File: src/rtl/adder_pkg.sv
// adder_pkg: shared constants and the per-stage payload carried down the adder pipeline.
package adder_pkg;
   localparam int DEFAULT_WIDTH  = 64;
   localparam int DEFAULT_STAGES = 4;
   localparam int MAX_WIDTH      = 256;
   typedef struct packed {
      logic                 valid;
      logic                 carry;
      logic [MAX_WIDTH-1:0] sum;
      logic [MAX_WIDTH-1:0] a;
      logic [MAX_WIDTH-1:0] b;
   } stage_t;
endpackage

File: src/rtl/adder_stage.sv
// adder_stage: adds segment K of the operands plus the incoming carry and registers the payload.
module adder_stage
   import adder_pkg::*;
#(
   parameter int SEG = 16,
   parameter int K   = 0
) (
   input  logic   clk,
   input  logic   rst_n,
   input  logic   i_en,
   input  stage_t i_pay,
   output stage_t o_pay
);
   logic [SEG:0] w_seg;
   stage_t       w_next;
   stage_t       r_pay;
   always_comb begin
      w_seg  = {1'b0, i_pay.a[K*SEG +: SEG]} + {1'b0, i_pay.b[K*SEG +: SEG]} + {{SEG{1'b0}}, i_pay.carry};
      w_next = i_pay;
      w_next.sum[K*SEG +: SEG] = w_seg[SEG-1:0];
      w_next.carry = w_seg[SEG];
   end
   always_ff @(posedge clk or negedge rst_n)
      if (!rst_n) r_pay <= '0;
      else if (i_en) r_pay <= w_next;
   assign o_pay = r_pay;
endmodule

File: src/rtl/pipelined_adder.sv
// pipelined_adder: STAGES-deep segmented adder with valid/ready flow control and a global advance enable.
// Defining PIPELINED_ADDER_SUB_EN adds a SUB input selecting A - B (A + ~B + 1).
module pipelined_adder
   import adder_pkg::*;
#(
   parameter int WIDTH  = DEFAULT_WIDTH,
   parameter int STAGES = DEFAULT_STAGES
) (
   input  logic             clk,
   input  logic             rst_n,
   input  logic             in_valid,
   output logic             in_ready,
`ifdef PIPELINED_ADDER_SUB_EN
   input  logic             SUB,
`endif
   input  logic [WIDTH-1:0] A,
   input  logic [WIDTH-1:0] B,
   output logic             out_valid,
   input  logic             out_ready,
   output logic [WIDTH:0]   SUM
);
   localparam int SEG = WIDTH / STAGES;
   stage_t w_pay [STAGES+1];
   stage_t w_in;
   logic   w_en;
   logic   w_sub;
   logic   w_unused;
`ifdef PIPELINED_ADDER_SUB_EN
   assign w_sub = SUB;
`else
   assign w_sub = 1'b0;
`endif
   // Subtraction reuses the add path: invert B and inject the +1 as stage-0 carry-in.
   always_comb begin
      w_in = '0;
      w_in.valid = in_valid;
      w_in.carry = w_sub;
      w_in.a[WIDTH-1:0] = A;
      w_in.b[WIDTH-1:0] = w_sub ? ~B : B;
   end
   assign w_pay[0] = w_in;
   for (genvar k = 0; k < STAGES; k++) begin : g_stage
      adder_stage #(.SEG(SEG), .K(k)) u_stage (
         .clk   (clk),
         .rst_n (rst_n),
         .i_en  (w_en),
         .i_pay (w_pay[k]),
         .o_pay (w_pay[k+1])
      );
   end
   assign w_en      = !out_valid || out_ready;
   assign in_ready  = w_en;
   assign out_valid = w_pay[STAGES].valid;
   assign SUM       = {w_pay[STAGES].carry, w_pay[STAGES].sum[WIDTH-1:0]};
   assign w_unused  = ^{w_pay[STAGES].a, w_pay[STAGES].b, w_pay[STAGES].sum};
endmodule
File: config.mk
export PLATFORM = sky130hd
export DESIGN_NAME = pipelined_adder
export DESIGN_NICKNAME = d
export VERILOG_FILES = /design/src/rtl/adder_pkg.sv /design/src/rtl/adder_stage.sv /design/src/rtl/pipelined_adder.sv
export SDC_FILE = /design/constraint.sdc
export NUM_CORES = 1
export LEC_CHECK = 0
export ABC_AREA = 1
export BUFFER_PORTS_ARGS = -buffer_cell sky130_fd_sc_hd__buf_2
export CELL_PAD_IN_SITES_DETAIL_PLACEMENT = 0
export CELL_PAD_IN_SITES_GLOBAL_PLACEMENT = 1
export CORE_MARGIN = 10
export CORE_UTILIZATION = 39
export DETAILED_ROUTE_END_ITERATION = 8
export PLACE_DENSITY = 0.84
export SKIP_LAST_GASP = 1
export SYNTH_ARGS = -nofsm -noshare
export SYNTH_HDL_FRONTEND = slang
export SYNTH_SLANG_ARGS = --single-unit
File: constraint.sdc
create_clock -name clk -period 2.1 [get_ports clk]
set_input_delay 0.105 -clock clk [delete_from_list [all_inputs] [get_ports clk]]
set_output_delay 0.105 -clock clk [all_outputs]
set_load 0.02 [all_outputs]
==> Word level (Yosys, flattened, before mapping) <==
Index checks and enable logic that the tools add are counted.
W data, S select, Z words.
{ "word_totals": {"elab_cells": 27, "register_bits": 552, "out_inout_bits": 67, "in_bits": 132} }
{ "op_classes": {"n_reduce_logical": 2, "addsub": 7} }
{ "ops": {"columns": ["operator", "n"], "rows": [
  ["$add A16 B16 Y17", 4],
  ["$add A17 B1 Y17", 3],
  ["$logic_not A1 Y1", 1],
  ["$logic_or A1 B1 Y1", 1]
]} }

==> Longest topological paths before layout <==
{ "logic_depth": {"word_depth": 2, "ltp_mapped": 11, "mapped_depth_nobuf": 11} }

==> Cells and area by module <==
Synthesis repeated with hierarchy kept, for this count alone.
{ "unflattened": {"hier_cells": 13706, "hier_area_um2": 118612.5} }
{ "modules_own_cells": {"columns": ["module", "area_each_um2", "cells_each", "instances", "seq_area_each_um2"], "rows": [
  ["adder_stage at g_stage[3].u_stage", 29734.8, 3425, 1, 19268.5],
  ["adder_stage at g_stage[2].u_stage", 29627.2, 3426, 1, 19268.5],
  ["adder_stage at g_stage[1].u_stage", 29625.9, 3426, 1, 19268.5],
  ["adder_stage at g_stage[0].u_stage", 29613.4, 3426, 1, 19268.5],
  ["pipelined_adder", 11.3, 3, 1, 0.0]
]} }

==> Least setup slack after synthesis <==
No wires, ideal clock.
{ "synth_path": {"path_type": "register -> register", "startpoint": "reg g_stage[0].u_stage.r_pay, in the netlist g_stage[0].u_stage.o_pay[16]", "endpoint": "reg g_stage[1].u_stage.r_pay, in the netlist g_stage[1].u_stage.o_pay[536]", "path_slack_ns": 0.055, "t_arrival_ns": 1.928, "required_ns": 1.983, "synth_period_minus_slack_ns": 2.045, "setup_ns": 0.117, "path_stages_with_launch": 11, "cell_sequence": "dfrtp_1 -> fa_1 -> fa_1 -> nand2_1 -> nand2_1 -> and2_1 -> nand2_1 -> nand2_1 -> xor2_1 -> nand2_1 -> nand2_1"} }
{ "synth_via": {"elab_chain_len": 2} }
{ "synth_rtl": {"columns": ["element", "line", "rtl"], "rows": [
  ["start, declared", "adder_stage.sv:16", "stage_t r_pay;"],
  ["start signal, assigned", "adder_stage.sv:25", "else if (i_en) r_pay <= w_next;"],
  ["$add A16 B16 Y17", "adder_stage.sv:18", "w_seg = {1'b0, i_pay.a[K*SEG +: SEG]} + {1'b0, i_pay.b[K*SEG +: SEG]} + {{SEG{1'b0}}, i_pay.carry};"],
  ["$add A17 B1 Y17", "adder_stage.sv:18", null],
  ["end signal, assigned", "adder_stage.sv:25", null],
  ["end, declared", "adder_stage.sv:16", null]
]} }
Every way passes these cells.
A chain may end at the register's enable or synchronous reset.

==> Final worst setup path <==
{ "layout_path": {"startpoint": "reg g_stage[0].u_stage.r_pay, in the netlist g_stage[0].u_stage.o_pay[768]", "endpoint": "reg g_stage[1].u_stage.r_pay, in the netlist g_stage[1].u_stage.o_pay[532]"} }
{ "layout_via": {"elab_chain_len": 1} }
{ "layout_rtl": {"columns": ["element", "line"], "rows": [
  ["$add A17 B1 Y17", "adder_stage.sv:18"]
]} }
Every way passes these cells.

==> results.sh <==
export IMPL_detail_route_first_pass_iterations=5
export IMPL_timing_critical_path_buf_inv=1
export IMPL_areaGrowthSynthToFinish_pct=25.42
export IMPL_critical_path_cell_count=8
export IMPL_remaining_drc_errors=0
export IMPL_post_route_util_pct=49.46
export IMPL_worst_path_dominant_cell_family="adder cells"
export IMPL_worst_path_max_fanout=3
export IMPL_finalHoldViolations=0
export IMPL_finalSetupTns_ns=0
export IMPL_design_die_area_um2=52310
export IMPL_worstPathArrival_ns=2.42
export IMPL_dr_first_iter_drc_count=860
export IMPL_via_count=14210
export IMPL_worst_hold_path_type="in2reg"
export IMPL_post_route_cells_drive_above_1_share_pct=12.45
export IMPL_critical_path_cell_chain="fa_2 -> fa_2 -> nand2_1 -> nand2_1 -> and2_1 -> buf_4 -> xnor2_1 -> o21ai_0"
export IMPL_global_route_overflow_total=0
export IMPL_final_setup_viol_count=0
export IMPL_worst_case_vdd_ir_drop_mv=0.6863
export IMPL_yosys_warn_count=0
export IMPL_cts_sinks=360
export IMPL_post_synth_num_cell_types=25
export IMPL_finish_net_count=2659
export IMPL_worst_endpoint_required_ns=2.52
export IMPL_final_cell_mix="nand2_1 (1071), dfrtp_1 (360), inv_1 (210), buf_2 (197), o21ai_0 (137)"
export IMPL_dieHeight_um=228.7
export IMPL_synthesis_instances=2158
export IMPL_cp_slowest_stage_delay_ns=0.42
export IMPL_final_fill_count=4120
export IMPL_cp_end_kind="register"
export IMPL_timing_max_slew_rel_slack_pct=65.19
export IMPL_top_level_ports=199
export IMPL_place_congestion=0.8736
export IMPL_startpoint_type="register"
export IMPL_total_core_area_um2=43080
export IMPL_final_max_slew_viol_count=0
export IMPL_clk_latency_ns=0.56
export IMPL_grt_setup_unrepaired="yes"
export IMPL_worst_pin_slew_ns=0.5222
export IMPL_clkSlewWorstSetupHoldPaths_ns=0.06
export IMPL_totalWireLength_um=42430
export IMPL_maxCapViolCount=0
export IMPL_peak_freq_ghz=0.4998
export IMPL_h_tree_depth=2
export IMPL_wl_per_cell_um=13.80
export IMPL_yosysSeqAreaShare_pct=53.03
export IMPL_synth_cell_area_um2=16990
export IMPL_fin_total_pwr_mw=32.05
export IMPL_cts_root_buf="clkbuf_16"
export IMPL_cts_buffers_inserted=41
export IMPL_timing_hold_worst_path_depth=4
export IMPL_largest_reg_flops=360
export IMPL_grt_pass1_wl_um=71260
export IMPL_postSynthAreaPerCell_um2=7.872
export IMPL_run_status="completed"
export IMPL_start_util_pct=39.44
export IMPL_post_route_period_util_pct=95.28
export IMPL_port_buffer_count=198
export IMPL_detail_route_antenna_nets=0
export IMPL_postSynthRegisterBits=360
export IMPL_antenna_violations_before_repair=1
export IMPL_cellPowerDensity_nw_per_um2=1504
export IMPL_total_leakage_power_nw=11.60
export IMPL_setup_worst_path_class="reg2reg"
export IMPL_cts_tree="done"
export IMPL_grt_max_degree=98
export IMPL_deepest_clock_path_buffer_count=3
export IMPL_fin_worst_skew_ns=0.01086
export IMPL_grtUsageTotal_pct=16.12
export IMPL_syn_nets=2358
export IMPL_fp_dieW_um=228.7
export IMPL_dp_hpwl_um=28810
export IMPL_placementRows=76
export IMPL_max_stage_delay_cell_worst_path="dfrtp_1"
export IMPL_reg2reg_depth=8
export IMPL_min_period_ns=2.001
export IMPL_layout_commonest_cell="nand2_1"
export IMPL_first_global_vias=14260
export IMPL_post_dr_vias_cell=4.620
-- worst register-to-register path, cell delays in order (launching register included) --
cell	delay, ns
dfrtp_1	0.42
fa_2	0.42
fa_2	0.35
nand2_1	0.09
nand2_1	0.07
and2_1	0.17
buf_4	0.14
xnor2_1	0.13
o21ai_0	0.09
-- final timing paths --
path                       slack, ns                            end                          start
min in group asynchronous       0.05  g_stage[0].u_stage.o_pay[290]                          rst_n
max in group asynchronous       1.19  g_stage[3].u_stage.o_pay[568]                          rst_n
max                              0.1  g_stage[1].u_stage.o_pay[532]  g_stage[0].u_stage.o_pay[768]
max reg2reg                      0.1  g_stage[1].u_stage.o_pay[532]  g_stage[0].u_stage.o_pay[768]
min reg2reg                     0.45  g_stage[3].u_stage.o_pay[769]  g_stage[2].u_stage.o_pay[769]
min                             0.03  g_stage[0].u_stage.o_pay[520]                           B[8]
-- metrics by stage --
step                      instances  hold WS, ns  cell area, um^2  setup WS (ns)
final                          3076      0.02563            21310        0.09908
after global routing           3076      0.07109            21310       -0.01050
after CTS                      3071    0.0005709            21210       -0.04821
after detailed placement       2891      0.04152            18700       -0.04904
after global placement         2891      0.03535            18700       0.005415
after floorplan                2158      -0.1906            16990        0.05491
-- cell usage after synthesis, drive strengths merged --
cell / n / area, um^2
xor2: 2 / 17.52
nand4: 4 / 25.02
dfrtp: 360 / 9009
clkbuf: 20 / 75.07
nor3: 12 / 60.06
o21ai: 142 / 710.7
nor2: 57 / 221.5
ha: 61 / 763.2
nand3b: 9 / 67.56
xnor2: 14 / 122.6
or2: 10 / 62.57
buf: 59 / 300.3
nand3: 71 / 355.3
nand2: 1074 / 4031
fa: 7 / 140.1
and2: 5 / 31.28
o22ai: 2 / 12.51
inv: 211 / 792.0
a21oi: 38 / 190.2
-- final cells by class --
type                    instances  area [um^2]  area share, %
diodes                          1        2.502        0.01175
clock buffers                  61         1214          5.696
clock inverters                13        224.0          1.051
inverters                     211        818.3          3.841
multi-input cells            1508         6848          32.14
flip-flops and latches        360         9009          42.28
well taps                     585        732.0          3.436
repair buffers                336         2447          11.49
repair inverters                1        11.26        0.05285
-- logic make-up (layout without fill, tap and decap cells) --
logic type	count (synthesis)	count (layout)	share of synthesized area, %
AOI/OAI and AO/OA	182	182	5.377
xor gates and xnor gates	16	16	0.8250
adders and majority gates	68	68	5.318
buffers and inverters	290	622	6.872
DFF	360	360	53.03
other	0	1	0
and+or+nand+nor	1242	1242	28.58
-- report_power, final --
part | leakage (nW) | switching (mW) | internal, mW
combinational | 6.55 | 8.13 | 4.64
clock | 0.698 | 2.85 | 4.73
sequential | 4.35 | 1.72 | 9.96
total | 11.6 | 12.7 | 19.3
-- metal layers --
metal  wire length (um)  global-route usage (%)  up-vias
li1                   -                       -     7237
met1              20090                   21.42     6636
met2              19520                   26.17      273
met3               1779                   2.743       66
met4               1044                   5.520        0
met5                  0                       0        -
-- what timing repair did --
item                                    CTS  global route
gates cloned                              0             1
endpoints found under the hold margin   462             0
pin swaps                                 0             3
endpoints found under the setup margin   10            21
buffers inserted                          0             3
resized for setup                         5            14
hold buffers                            106             0
Note: power is estimated with default switching activity, not from simulation.
